File: src/rtl/tick_gen_multi.sv
// ----------------------------------------------------------------------------
// tick_gen_multi
//   Multi-channel tick generator. Each channel divides clk by a
//   runtime-programmable integer. It produces two outputs:
//     - a one-cycle enable strobe (tick_o)
//     - a 50%-duty square wave (sq_o) that toggles on every tick.
//   Downstream logic stays on clk and qualifies its updates with tick_o.
//
// Ports
//   clk     in   1             system clock, all state on posedge
//   rst     in   1             asynchronous, active-high reset
//   en_i    in   NUM_CH        per-channel run enable (0 = pause, phase held)
//   sync_i  in   NUM_CH        per-channel restart (reload counter, clear sq)
//   div_i   in   NUM_CH*DIV_W  divisor for channel k at [k*DIV_W +: DIV_W]
//   tick_o  out  NUM_CH        registered one-cycle strobe per channel
//   sq_o    out  NUM_CH        registered square wave per channel
// ----------------------------------------------------------------------------
module tick_gen_multi #(
  parameter int NUM_CH = 4,
  parameter int DIV_W  = 28
) (
  input  logic                    clk,
  input  logic                    rst,
  input  logic [NUM_CH-1:0]       en_i,
  input  logic [NUM_CH-1:0]       sync_i,
  input  logic [NUM_CH*DIV_W-1:0] div_i,
  output logic [NUM_CH-1:0]       tick_o,
  output logic [NUM_CH-1:0]       sq_o
);

  genvar gi;
  generate
    for (gi = 0; gi < NUM_CH; gi++) begin : g_ch
      logic [DIV_W-1:0] div_w;
      logic [DIV_W-1:0] reload_w;
      logic [DIV_W-1:0] cnt_q, cnt_d;
      logic             tick_q, tick_d;
      logic             sq_q, sq_d;

      assign div_w = div_i[gi*DIV_W +: DIV_W];

      // Reload value is eff-1 where eff = max(div,1); divisors 0 and 1 both
      // reload to 0, so the subtraction can never wrap.
      assign reload_w = (div_w == '0) ? '0 : (div_w - DIV_W'(1));

      // div_i is only looked at on the sync and terminal-count branches, so a
      // divisor change mid-period cannot disturb the period already running.
      always_comb begin
        cnt_d  = cnt_q;
        tick_d = 1'b0;
        sq_d   = sq_q;
        if (sync_i[gi]) begin
          // Restart wins over everything, including a coincident terminal count.
          cnt_d = reload_w;
          sq_d  = 1'b0;
        end else if (!en_i[gi]) begin
          // Paused: phase and square wave hold.
          cnt_d = cnt_q;
        end else if (cnt_q == '0) begin
          cnt_d  = reload_w;
          tick_d = 1'b1;
          sq_d   = ~sq_q;
        end else begin
          cnt_d = cnt_q - DIV_W'(1);
        end
      end

      always_ff @(posedge clk or posedge rst) begin
        if (rst) begin
          cnt_q  <= '0;
          tick_q <= 1'b0;
          sq_q   <= 1'b0;
        end else begin
          cnt_q  <= cnt_d;
          tick_q <= tick_d;
          sq_q   <= sq_d;
        end
      end

      assign tick_o[gi] = tick_q;
      assign sq_o[gi]   = sq_q;
    end
  endgenerate

endmodule

File: config.mk
export PLATFORM = sky130hd
export DESIGN_NAME = tick_gen_multi
export DESIGN_NICKNAME = d
export VERILOG_FILES = /design/src/rtl/tick_gen_multi.sv
export SDC_FILE = /design/constraint.sdc
export NUM_CORES = 1
export LEC_CHECK = 0
export BUFFER_PORTS_ARGS = -buffer_cell sky130_fd_sc_hd__buf_2
export CAP_MARGIN = 20
export CORE_MARGIN = 2
export CORE_UTILIZATION = 50
export CTS_CLUSTER_SIZE = 16
export DETAILED_ROUTE_END_ITERATION = 8
export GPL_TIMING_DRIVEN = 0
export PLACE_DENSITY = 0.71
export SYNTH_ARGS = -nofsm -noshare
export SYNTH_HDL_FRONTEND = slang
export SYNTH_SLANG_ARGS = --single-unit
export TNS_END_PERCENT = 20
File: constraint.sdc
create_clock -name clk -period 4.8 [get_ports clk]
set_input_delay 0.48 -clock clk [delete_from_list [all_inputs] [get_ports clk]]
set_output_delay 0.48 -clock clk [all_outputs]
set_load 0.02 [all_outputs]
Yosys cells after proc, flatten, opt, wreduce, memory -nomap -nowiden
Cells that the tools add are included.
Word-level totals
  bits in registers: 120
  output and inout bits: 8
  logic and storage cells: 84
Cells by class
  bitwise gates (word level): 4
  reductions and logical operators: 20
  add/subtract/negate cells: 8
  mux-type cells: 40
Operators with widths (number)
  $mux 28: 16
  $logic_not 28->1: 8
  $sub 28x1->28 const B: 8
  $mux 1: 24
  $reduce_bool 2->1: 8
  $reduce_and 2->1: 4
  $not 1->1: 4

Longest topological paths before layout
  depth in word-level cells: 5
  mapped depth: 10
  gate-level depth less buffers: 8

Least setup slack after synthesis
No wires, ideal clock.
  path type: input -> register
  start: input port div_i[92]
  end: register g_ch[3].cnt_q[17]
  required time: 4674 ps
  library setup time: 126 ps
  arrival time: 2422 ps
  cell stages on the path: 7
  path slack: 2252 ps
  path through: or4_1 > or2_1 > clkbuf_1 > or4_1 > xor2_1 > nor2_1 > o32a_1
Between the ends
  longest elaborated chain between the ends: 5
  elaborated cells on any way between the ends: 6
  those cells by class: add/sub: 1; mux: 4; reduce/logical: 1
RTL lines
  start: declaration: line 26  | input logic [NUM_CH*DIV_W-1:0] div_i,
  $sub 28x1->28 / $logic_not 28->1 (equally long branches): line 44  | assign reload_w = (div_w == '0) ? '0 : (div_w - DIV_W'(1));
  $mux 28 (*): line 44
  $mux 28: line 59  | end else if (cnt_q == '0) begin
  $mux 28: line 56  | end else if (!en_i[gi]) begin
  $mux 28 (*): line 52  | if (sync_i[gi]) begin
  end signal: assignment: line 74  | cnt_q <= cnt_d;
  end: declaration: line 36  | logic [DIV_W-1:0] cnt_q, cnt_d;
Mark *: on every way between the ends. The rest lies on a longest branch, timed or not. The select of a mux whose other input is x is not followed.
A chain may end at the register's enable or synchronous reset.

Worst setup path in the final report
  start: register g_ch[0].cnt_q[14]
  end: register g_ch[0].cnt_q[16]
Between the ends
  longest elaborated chain between the ends: 4
  elaborated cells on any way between the ends: 5
  those cells by class: add/sub: 1; mux: 3; reduce/logical: 1
RTL lines (line)
  start: declaration: 36
  start signal: assignment: 74
  $sub 28x1->28 / $logic_not 28->1 (equally long branches): 64, 59
  $mux 28 (*): 59
  $mux 28 (*): 56
  $mux 28 (*): 52
Marked as above.

==> impl_metrics.json <==
{
  "dp_hpwl_mm": 22.1,
  "clock-sinks": 120,
  "crit_required_ns": 5.09,
  "design.die.area_um2": 20900,
  "synth-async-reset-ratio_pct": 100,
  "port_buffers": 128,
  "mostFrequentLayoutCell": "nor2_1",
  "dr.pass1.iters": 8,
  "leakagePower_nw": 4.26,
  "power_w": 0.00337,
  "totalWireLength_mm": 29.8,
  "cts-resized-gates": 0,
  "irDropWorstVdd_uv": 247,
  "synth_top_family_by_area": "simple AND/OR/NAND/NOR gates",
  "wl_per_cell_um": 17.8,
  "path_clk_slew_ns": 0.06,
  "crit_type": "register to register",
  "arrival_ns": 3.35,
  "clockRootBuffer": "clkbuf_16",
  "cap_violations": 0,
  "postCtsSetupRepairBufs": 0,
  "numCtsBuffers": 17,
  "switchingPower_w": 0.00104,
  "clk_path_buf_depth": 2,
  "vias_per_cell": 6.22,
  "slew_viol_final": 0,
  "worst_slew_pin_slew_ns": 1.16,
  "synth.avg_cell_area_um2": 7.90,
  "core_area_um2": 19400,
  "synth_cell_types": 75,
  "gp_congestion": 0.966,
  "seq_power_share_pct": 37.5,
  "synth_area_um2": 9870,
  "postSynthCellCount": 1249,
  "dp_slack_ns": 1.60,
  "yosys_warnings": 0,
  "synth_fa_ha_area_share_pct": 2.03,
  "antenna_found_initial": 2,
  "p_sw_share_pct": 30.7,
  "synth_seq_area_share_pct": 30.4,
  "syn_to_final_growth_pct": 16.8,
  "drcViolationCount": 0,
  "ys.flop_type": "dfrtp_1",
  "fin_crit_sh_pct": 63.7,
  "pwr-share-comb_pct": 20.2,
  "synth_edf_count": 0,
  "grt_use_total_pct": 29.0,
  "cts_tree": "built",
  "synth.ff_latch_count": 120,
  "grt_setup_unrepaired": "no",
  "hold_violations": 0,
  "synth.area.mux_share_pct": 1.42,
  "htree_num_levels": 4,
  "end_kind": "register",
  "start_util_pct": 50.9,
  "grt_max_degree": 73,
  "mostFrequentLayoutCells": "nor2_1, buf_2, dfrtp_1, nor3_1, o21ai_0",
  "clkPwrFrac_pct": 42.3,
  "layout_min_cycle_time_ns": 3.06,
  "yosys.area_share.simple_pct": 31.2,
  "status": "completed",
  "path_max_fanout": 10,
  "clock_skew_ns": 0.0142,
  "synth-compound-area-share_pct": 21.2,
  "die_y_um": 144,
  "hold_class": "input pin to async pin",
  "io_pins": 130,
  "finalSetupViolCount": 0,
  "powerDensity_nw_per_um2": 292,
  "tns_ns": 0,
  "clock.fmax_mhz": 327,
  "rows": 51,
  "synthesis.nets": 1387,
  "setup_ws_ns": 1.74,
  "start_kind": "register",
  "drt-initial-drc-count": 972,
  "drive_gt1_share_pct": 15.0,
  "detail-route-antenna-nets": 0,
  "vias": 10429,
  "clk_latency_ns": 0.42,
  "max-slew-margin-rel_pct": 21.4,
  "grt_pass1_vias": 9555,
  "synthXorXnorAreaFrac_pct": 9.68,
  "grt-ovfl-total": 0,
  "layout.nets": 1535,
  "die_x_um": 144,
  "cts_hold_buf": 0,
  "p_int_w": 0.00233,
  "grt_pass1_wl_mm": 48.1
}
-- layout make-up --
type	count	area, um2
Fill cell	1817	7880
Multi-Input combinational cell	1037	6470
Sequential cell	120	3000
Timing Repair Buffer	129	668
Clock buffer	19	443
Tap cell	265	332
Buffer	60	277
Clock inverter	13	201
Inverter	32	125
Antenna cell	2	5.00
-- worst max-delay path, stage by stage (launching register included) --
cell and delay, ns:
dfrtp_1 0.44, nor4_1 0.83, nand3_1 0.24, nor3_2 0.62, buf_2 0.34, o21ai_0 0.12
a32oi_1 0.22, o21ai_0 0.11
-- metrics by stage --
step / util, % / instance area (um2) / hold slack (ns) / cells
global placement: 55.9 / 10800 / 0.517 / 1642
detailed placement: 56.0 / 10900 / 0.522 / 1643
CTS: 59.4 / 11500 / 0.108 / 1675
global route: 59.4 / 11500 / 0.129 / 1675
floorplan: - / 9870 / 0.478 / 1249
finish: 59.4 / 11500 / 0.102 / 1677
-- flip-flops by register name (all words and copies together), names as in the netlist --
signal,count
g_ch.cnt_q,112
g_ch.sq_q,4
g_ch.tick_q,4
-- worst paths after layout --
| check | startpoint | end | slack (ns) | depth (start not counted) |
|---|---|---|---|---|
| worst max register to register | g_ch[0].cnt_q[14]$_DFFE_PP0P_ | g_ch[0].cnt_q[16]$_DFFE_PP0P_ | 1.74 | 7 |
| worst max-delay path | g_ch[0].cnt_q[14]$_DFFE_PP0P_ | g_ch[0].cnt_q[16]$_DFFE_PP0P_ | 1.74 | 7 |
| worst min register to register | g_ch[2].sq_q$_DFFE_PP0P_ | g_ch[2].sq_q$_DFFE_PP0P_ | 0.54 | 2 |
| min in group clk | div_i[41] | g_ch[1].cnt_q[13]$_DFFE_PP0P_ | 0.38 | 3 |
| max in group asynchronous | rst | g_ch[3].cnt_q[9]$_DFFE_PP0P_ | 3.96 | 3 |
| worst min-delay path | rst | g_ch[1].cnt_q[0]$_DFFE_PP0P_ | 0.10 | 2 |
-- cells by family after synthesis --
group / after synthesis
adders and majority gates: 16
xor gates and xnor gates: 109
AOI/OAI and AO/OA: 325
and+or+nand+nor: 573
buffers and inverters: 92
muxes: 14
DFF: 120
-- power by group through the flow --
stage	clock [W]	sequential (W)	combinational, W
floorplan	0	0.00124	0.000455
global placement	0	0.00127	0.000653
detailed placement	0	0.00127	0.000669
CTS	0.00143	0.00126	0.000672
global route	0.00148	0.00128	0.000755
finish	0.00143	0.00126	0.000680
-- synth_stat cells (5+ instances only) --
cell type  number  share of area (%)
a22o_1          6               0.53
o32ai_1         7               0.62
o31ai_1         8               0.61
o32a_1          5               0.51
dfrtp_1       120                 30
clkbuf_1       38                1.4
a32oi_1         9               0.80
nand2b_1        8               0.51
or4_1          31                2.4
o22ai_1        51                3.2
nor2b_1         5               0.32
and2_1          5               0.32
nor3b_1         5               0.38
nor3_2          5               0.51
nand3_1        32                1.6
mux2i_1        14                1.4
nand4_1        22                1.4
or2_2           5               0.32
a21oi_1        45                2.3
xnor2_1        69                6.1
buf_4           8               0.61
a22oi_1        13               0.99
ha_1           16                2.0
nor2_1        147                5.6
or3_1          31                2.0
buf_2          11               0.56
a31oi_1        13               0.82
a21o_1          6               0.46
nor3_1        102                5.2
and3_1         13               0.82
inv_1          31                1.2
nor4_1         55                3.5
nand3b_1        6               0.46
xor2_1         40                3.6
o21a_1         22                1.7
nor4_2          7               0.89
o211ai_1        5               0.38
o21ai_0        93                4.7
nand2_1        69                2.6
-- routing by layer --
layer	vias to the layer above	global-route usage [%]	part of all wire, %
li1	5039	-	-
met1	4904	41.0	46
met2	438	46.0	46
met3	48	4.60	7.2
met4	0	8.28	1.6
met5	-	0	0
Power figures use the tool's default switching activity.
